<file path="config.mk">
export PLATFORM = sky130hd
export DESIGN_NAME = fetch_unit
export DESIGN_NICKNAME = d
export VERILOG_FILES = /design/src/rtl/fetch_pkg.sv /design/src/rtl/fetch_perf_ctr.sv /design/src/rtl/fetch_unit.sv
export SDC_FILE = /design/constraint.sdc
export NUM_CORES = 1
export LEC_CHECK = 0
export ABC_CLOCK_PERIOD_IN_PS = 4000
export BUFFER_PORTS_ARGS = -buffer_cell sky130_fd_sc_hd__buf_4
export CELL_PAD_IN_SITES_DETAIL_PLACEMENT = 0
export CELL_PAD_IN_SITES_GLOBAL_PLACEMENT = 1
export CORE_MARGIN = 2
export CORE_UTILIZATION = 35
export DETAILED_ROUTE_END_ITERATION = 10
export PLACE_DENSITY_LB_ADDON = 0.1
export SLEW_MARGIN = 20
export SYNTH_ARGS = -nofsm -noshare
export SYNTH_HDL_FRONTEND = slang
export SYNTH_SLANG_ARGS = --single-unit
</file>
<file path="constraint.sdc">
create_clock -name clock -period 4 [get_ports clock]
set_clock_uncertainty 0.1 [all_clocks]
set_input_delay 0.2 -clock clock [delete_from_list [all_inputs] [get_ports clock]]
set_output_delay 0.2 -clock clock [all_outputs]
set_load 0.01 [all_outputs]
</file>
<file path="src/rtl/fetch_pkg.sv">
// Shared definitions for the instruction-fetch sequencer: FSM state
// encoding, default datapath width, PC increment and counter width.
package fetch_pkg;

  localparam int FETCH_DATA_W  = 16;
  localparam int FETCH_PC_STEP = 1;
  localparam int PERF_CNT_W    = 16;

  typedef enum logic [1:0] {
    ST_IDLE  = 2'd0,
    ST_WAIT  = 2'd1,
    ST_DRAIN = 2'd2,
    ST_HOLD  = 2'd3
  } fetch_state_e;

endpackage

</file>
<file path="src/rtl/fetch_perf_ctr.sv">
// Saturating event counter used for fetch statistics. Holds at all-ones
// instead of wrapping so a long run never reports a small count.
module fetch_perf_ctr
  import fetch_pkg::*;
#(
  parameter int W = PERF_CNT_W
) (
  input  logic         clock,
  input  logic         reset,
  input  logic         inc,
  output logic [W-1:0] count
);

  logic [W-1:0] count_q;
  logic [W-1:0] count_d;

  // Next count: step by one unless already saturated.
  always_comb begin
    count_d = count_q;
    if (inc && (count_q != {W{1'b1}})) begin
      count_d = count_q + {{(W-1){1'b0}}, 1'b1};
    end
  end

  // Counter register.
  always_ff @(posedge clock or posedge reset) begin
    if (reset) count_q <= '0;
    else       count_q <= count_d;
  end

  assign count = count_q;

endmodule

</file>
<file path="src/rtl/fetch_unit.sv">
// Instruction-fetch sequencer. Issues one memory request per instruction
// from the current PC, latches the returned word into the instruction
// register, hands it to decode, and drives the PC register's write port
// (sequential increment or branch/jump redirect).
// Optional build macro FETCH_PERF_EN adds fetch_count/squash_count outputs.
//
// Handshakes:
//   memory : mem_req/mem_addr are registered and held until mem_ack; once a
//            request is raised it is never withdrawn before its ack, even if
//            a redirect makes the returned data useless (DRAIN).
//   decode : ir/ir_valid are held stable while ir_valid=1 and ir_ready=0;
//            the instruction is consumed in a cycle where both are 1.
//            A redirect drops ir_valid without the instruction being consumed.
module fetch_unit
  import fetch_pkg::*;
#(
  parameter int DATA_W  = FETCH_DATA_W,
  parameter int PC_STEP = FETCH_PC_STEP
) (
  input  logic                  clock,
  input  logic                  reset,
  input  logic [DATA_W-1:0]     pc,
  output logic [DATA_W-1:0]     pc_next,
  output logic                  pc_write,
  output logic                  mem_req,
  output logic [DATA_W-1:0]     mem_addr,
  input  logic                  mem_ack,
  input  logic [DATA_W-1:0]     mem_rdata,
  output logic [DATA_W-1:0]     ir,
  output logic                  ir_valid,
  input  logic                  ir_ready,
  input  logic                  redirect,
  input  logic [DATA_W-1:0]     redirect_target,
`ifdef FETCH_PERF_EN
  output logic [PERF_CNT_W-1:0] fetch_count,
  output logic [PERF_CNT_W-1:0] squash_count,
`endif
  output logic [1:0]            dbg_state
);

  localparam logic [DATA_W-1:0] STEP = DATA_W'(PC_STEP);

  fetch_state_e      state_q, state_d;
  logic              mem_req_q, mem_req_d;
  logic [DATA_W-1:0] mem_addr_q, mem_addr_d;
  logic [DATA_W-1:0] ir_q, ir_d;
  logic              ir_valid_q, ir_valid_d;
  logic              fetch_done;

  // Next-state and datapath updates for the fetch FSM.
  always_comb begin
    state_d    = state_q;
    mem_addr_d = mem_addr_q;
    ir_d       = ir_q;
    ir_valid_d = ir_valid_q;
    fetch_done = 1'b0;
    case (state_q)
      ST_IDLE: begin
        // A redirect this cycle rewrites the PC; issue from the new PC next cycle.
        if (!redirect) begin
          mem_addr_d = pc;
          state_d    = ST_WAIT;
        end
      end
      ST_WAIT: begin
        if (redirect) begin
          state_d = mem_ack ? ST_IDLE : ST_DRAIN;
        end else if (mem_ack) begin
          fetch_done = 1'b1;
          ir_d       = mem_rdata;
          ir_valid_d = 1'b1;
          state_d    = ST_HOLD;
        end
      end
      ST_DRAIN: begin
        if (mem_ack) state_d = ST_IDLE;
      end
      ST_HOLD: begin
        if (redirect || ir_ready) begin
          ir_valid_d = 1'b0;
          state_d    = ST_IDLE;
        end
      end
      default: state_d = ST_IDLE;
    endcase
    mem_req_d = (state_d == ST_WAIT) || (state_d == ST_DRAIN);
  end

  // PC write port: redirect wins over the sequential step; silent in reset.
  always_comb begin
    pc_write = 1'b0;
    pc_next  = '0;
    if (!reset) begin
      if (redirect) begin
        pc_write = 1'b1;
        pc_next  = redirect_target;
      end else if (fetch_done) begin
        pc_write = 1'b1;
        pc_next  = mem_addr_q + STEP;
      end
    end
  end

  // FSM and output registers.
  always_ff @(posedge clock or posedge reset) begin
    if (reset) begin
      state_q    <= ST_IDLE;
      mem_req_q  <= 1'b0;
      mem_addr_q <= '0;
      ir_q       <= '0;
      ir_valid_q <= 1'b0;
    end else begin
      state_q    <= state_d;
      mem_req_q  <= mem_req_d;
      mem_addr_q <= mem_addr_d;
      ir_q       <= ir_d;
      ir_valid_q <= ir_valid_d;
    end
  end

  assign mem_req   = mem_req_q;
  assign mem_addr  = mem_addr_q;
  assign ir        = ir_q;
  assign ir_valid  = ir_valid_q;
  assign dbg_state = state_q;

`ifdef FETCH_PERF_EN
  // A redirect discards work whenever a fetch is live or an instruction is held.
  logic squash;
  assign squash = redirect && ((state_q == ST_WAIT) || (state_q == ST_HOLD));

  fetch_perf_ctr #(.W(PERF_CNT_W)) u_fetch_ctr (
    .clock (clock),
    .reset (reset),
    .inc   (fetch_done),
    .count (fetch_count)
  );

  fetch_perf_ctr #(.W(PERF_CNT_W)) u_squash_ctr (
    .clock (clock),
    .reset (reset),
    .inc   (squash),
    .count (squash_count)
  );
`endif

endmodule

</file>
## Word-level counts from Yosys, hierarchy flattened

Cells that the tools add are included.
W data, S select, Z words.

| word-level totals | value |
|---|---|
| flip-flop bits (word level) | 36 |
| input port bits | 53 |
| output and inout bits | 53 |
| logic and storage cells | 42 |

| cells by class | value |
|---|---|
| add/sub/neg operators | 1 |
| equality and inequality tests | 8 |
| muxes and demuxes | 20 |
| bitwise gates (word level) | 1 |
| reduce and logical (&&, ||, !) cells | 7 |

Operator list:

| operator | number |
|---|---|
| $mux W16 | 3 |
| $add A16 B1 Y16 const B | 1 |
| $mux W2 | 6 |
| $mux W1 | 9 |
| $pmux W2 S4 | 1 |
| $eq A2 B2 Y1 const B | 3 |
| $ne A2 B2 Y1 const B | 3 |
| $eq A2 B1 Y1 const B | 2 |
| $reduce_and A4 Y1 | 1 |
| $reduce_and A3 Y1 | 1 |
| $logic_not A2 Y1 | 1 |
| $logic_or A1 B1 Y1 | 2 |
| $pmux W1 S2 | 1 |
| $reduce_and A2 Y1 | 1 |
| $reduce_bool A2 Y1 | 1 |
| $not A1 Y1 | 1 |

## Logic depth before layout (Yosys ltp)

| logic depth | value |
|---|---|
| depth after elaboration | 6 |
| mapped depth | 6 |
| mapped depth without buffers | 5 |

## Worst setup path after synthesis

OpenSTA, ideal clock, no wires.

| timing | value |
|---|---|
| path kind | in2out |
| from | input reset |
| to | output pc_next[15] |
| arrival | 1.880 ns |
| data required time | 3.700 ns |
| path slack | 1.820 ns |
| cell stages on the path | 6 |
| buffers on the path | 2 |
| cells stage by stage | buf_2 -> inv_1 -> and2_4 -> buf_6 -> and4b_1 -> a211o_1 |

| between the ends | value |
|---|---|
| longest elaborated chain between the ends | 1 |

RTL lines:

| item | RTL line | source |
|---|---|---|
| start: declaration | fetch_unit.sv:21 | `input logic reset,` |
| $mux W16 | fetch_unit.sv:93 | `if (!reset) begin` |
| end: declaration | fetch_unit.sv:23 | `output logic [DATA_W-1:0] pc_next,` |

Every way passes these cells.

## Worst setup path in the final report

| timing | value |
|---|---|
| from | register state_q[1] (netlist: dbg_state[1]) |
| to | output pc_next[14] |

| between the ends | value |
|---|---|
| longest elaborated chain between the ends | 5 |

RTL lines:

| item | RTL line | source |
|---|---|---|
| start: declaration | fetch_unit.sv:43 | `fetch_state_e state_q, state_d;` |
| start signal: assignment | fetch_unit.sv:113 | `state_q <= state_d;` |
| $eq A2 B1 Y1 | fetch_unit.sv:57 | `case (state_q)` |
| $mux W1 | fetch_unit.sv:57 |  |
| $mux W16 | fetch_unit.sv:97 | `end else if (fetch_done) begin` |
| $mux W16 | fetch_unit.sv:94 | `if (redirect) begin` |
| $mux W16 | fetch_unit.sv:93 |  |

Every way passes these cells.

==> results.cfg <==
[outcome]
outcome = finished, final reports clean

[critical_path]
critical_path.max_stage_delay_ns = 0.53
cp_max_fo = 17
arrival_ns = 2.24
critPathCaptureType = output pin
cp_num_buf_inv = 2
crit_family = simple AND/OR/NAND/NOR gates
path_cells = and4bb_1, buf_4, and2_4, and4b_1, a211o_1, buf_4
cp_common_cell = buf_4
setup.worst_path.class = flop to output pin
worstPathRequired_ns = 3.70
rrSetupSlack_ns = 2.13
worst_setup_path_start_kind = flop
cpMaxStageDelayCell = and4bb_1

[routing]
met2_length_um = 2400
drt-total-wl_um = 4850
wl_met3_um = 421
post_drt_wl_per_cell_um = 14.0
m1WireLength_um = 2010
ant_nets = 0
via_per_inst = 4.88
drt_first_pass_iters = 4
drc_errors = 0
drt-initial-drc-count = 64
num_vias = 1689
highest-signal-layer = met4

[flow_run]
cap_violations = 0

[floorplanning]
die_area_sq_um = 5990
initial_core_util_pct = 36.7
core.rowCount = 26
die_x_um = 77.4
core_sq_um = 5140
ios = 106
die_h_um = 77.4

[final_layout]
antenna_cells = 0
fin_area_sq_um = 2890
final_cell_mix = 108 x buf_4, 36 x dfrtp_1, 29 x mux2_2
final_common_cell = buf_4
drive_gt1_share_pct = 53.3
n_fill_cell = 502
finalNetCount = 329
area_growth_pct = 53.4
multi_input_area_sq_um = 905
seqCellArea_sq_um = 901

[synthesis]
synth_top_area_share_pct = 47.8
synth_area_leaders = dfrtp_1 48%, mux2_2 17%, a22o_1 4.2%, xnor2_1 3.3%, xor2_1 3.3%
synth_nets = 222
synth-seq-cells = 36
synth_top_cell_by_area = dfrtp_1
ys_types = 28
ys_seq_area_share_pct = 47.8
yosysWarnings = 0
synthCells = 168
avgSynthCellArea_sq_um = 11.2
synth_area_sq_um = 1890

[timing]
slew_headroom_pct = 52.9
period_needed_ns = 2.54
setup_violations = 0
setup_tns_ns = 0
rsz0062_at_grt = false
fmax_mhz = 393
drv_slew = 0
hold_viol = 0
worst_slew_pin_slew_ns = 0.704
fin_crit_sh_pct = 63.5

[power_and_ir_drop]
powerDensity_nw_per_um2 = 632
p_int_mw = 1.25
power.leakage_nw = 1.39
p_seq_share_pct = 37.1
peakVddDrop_mv = 0.331
p_sw_uw = 578
switching_share_pct = 31.6
p_clk_share_pct = 24.2
p_comb_share_pct = 38.6

[global_route]
grt_antenna_before_repair = 0
overflow = 0
grt_pass1_wl_um = 8200
track_usage_pct = 17.2
grt_max_degree = 39
grt_pass1_vias = 1718

[cts]
root_buffer = clkbuf_8
clock_path_buffers = 2
path_clk_slew_ns = 0.08
cts.sinks = 36
cts_resized = 0
cts-buffers-inserted = 5
htree_levels = 2
postCtsHoldBufs = 1
cts_setup_buffers = 0
clk_latency_ns = 0.28
cts_tree = built

[place]
postPlaceCellArea_sq_um = 2720
gp_congestion = 0.750
port-buffer-count = 105
place_hpwl_um = 3710

[hold_path]
hp-class = input pin to flop
## worst reg2reg max path, delay by kind of cell, from the launching register on
family                 cells  cell delay [ns]
multiplexers               1             0.36
AND/OR/NAND/NOR            1             0.53
flip-flops                 1             0.45
buffers and inverters      1             0.32
## metal layers
metal | global-route usage [%] | vias to the layer above
met5 | 0 | -
met3 | 5.70 | 2
met2 | 28.0 | 59
met4 | 5.18 | 0
met1 | 21.8 | 808
li1 | - | 820
## sequential cells by signal (all words and copies together) (netlist names)
register	cells
dbg_state	2
ir_valid	1
mem_addr	16
mem_req	1
ir	16
## stage by stage
stage	power, mW	setup slack, ns	hold slack, ns	cells	util (%)
global route	1.95	1.26	0.0173	346	56.3
floorplan	1.02	1.82	0.217	168	-
global placement	1.40	1.74	0.303	337	53.0
detailed placement	1.40	1.75	0.310	337	53.0
CTS	1.86	1.42	0.00492	346	56.3
finish	1.83	1.46	0.0167	346	56.3
## final timing paths
| check | from | end | cells past startpoint |
|---|---|---|---|
| worst max-delay path | dbg_state[1] | pc_next[14] | 6 |
| worst min-delay path | pc[12] | mem_addr[12] | 3 |
| worst max register to register | dbg_state[1] | ir[11] | 3 |
| worst min register to register | ir[14] | ir[14] | 1 |
| max in group asynchronous | reset | ir[11] | 4 |
| min in group asynchronous | reset | ir[4] | 4 |
## kinds of logic (layout without fill, tap and decap cells)
family | after synthesis | count (layout) | synth area share, %
AOI/OAI and AO/OA | 26 | 26 | 9.82
xor gates and xnor gates | 14 | 14 | 6.50
adders and majority gates | 1 | 1 | 0.663
buffers and inverters | 14 | 122 | 4.25
DFF | 36 | 36 | 47.8
muxes | 29 | 29 | 17.3
and+or+nand+nor | 48 | 48 | 13.7
## cells in the mapped netlist
cell       n
nand4_1    4
and4b_1    2
and2_4     1
ha_1       1
xor2_1     7
o21ai_0    6
and3_1     2
a31oi_1    1
a21oi_1    3
a22oi_1    5
nor3_2     1
nand2b_1   2
and4bb_1   1
xnor2_1    7
nor2_1    12
a211o_1    2
nand3_1   10
buf_6      3
and4_1     1
buf_2      4
mux2_2    29
dfrtp_1   36
nor3_1     4
clkbuf_1   2
nor4_1     1
nand2_1    7
a22o_1     9
inv_1      5
## layout make-up
cell class | count | area share, %
Sequential cell | 36 | 31.2
Tap cell | 70 | 3.03
Clock buffer | 5 | 2.38
Clock inverter | 3 | 3.12
Multi-Input combinational cell | 118 | 31.3
Inverter | 5 | 0.649
Timing Repair Buffer | 109 | 28.4
## power by group through the flow
stage | Sequential, mW | Combinational [mW] | Clock, mW
6_report | 0.679 | 0.706 | 0.443
3_3_place_gp | 0.683 | 0.713 | 0
3_5_place_dp | 0.688 | 0.715 | 0
2_1_floorplan | 0.729 | 0.296 | 0
5_1_grt | 0.714 | 0.768 | 0.472
4_1_cts | 0.682 | 0.719 | 0.457
Power figures use the tool's default switching activity.
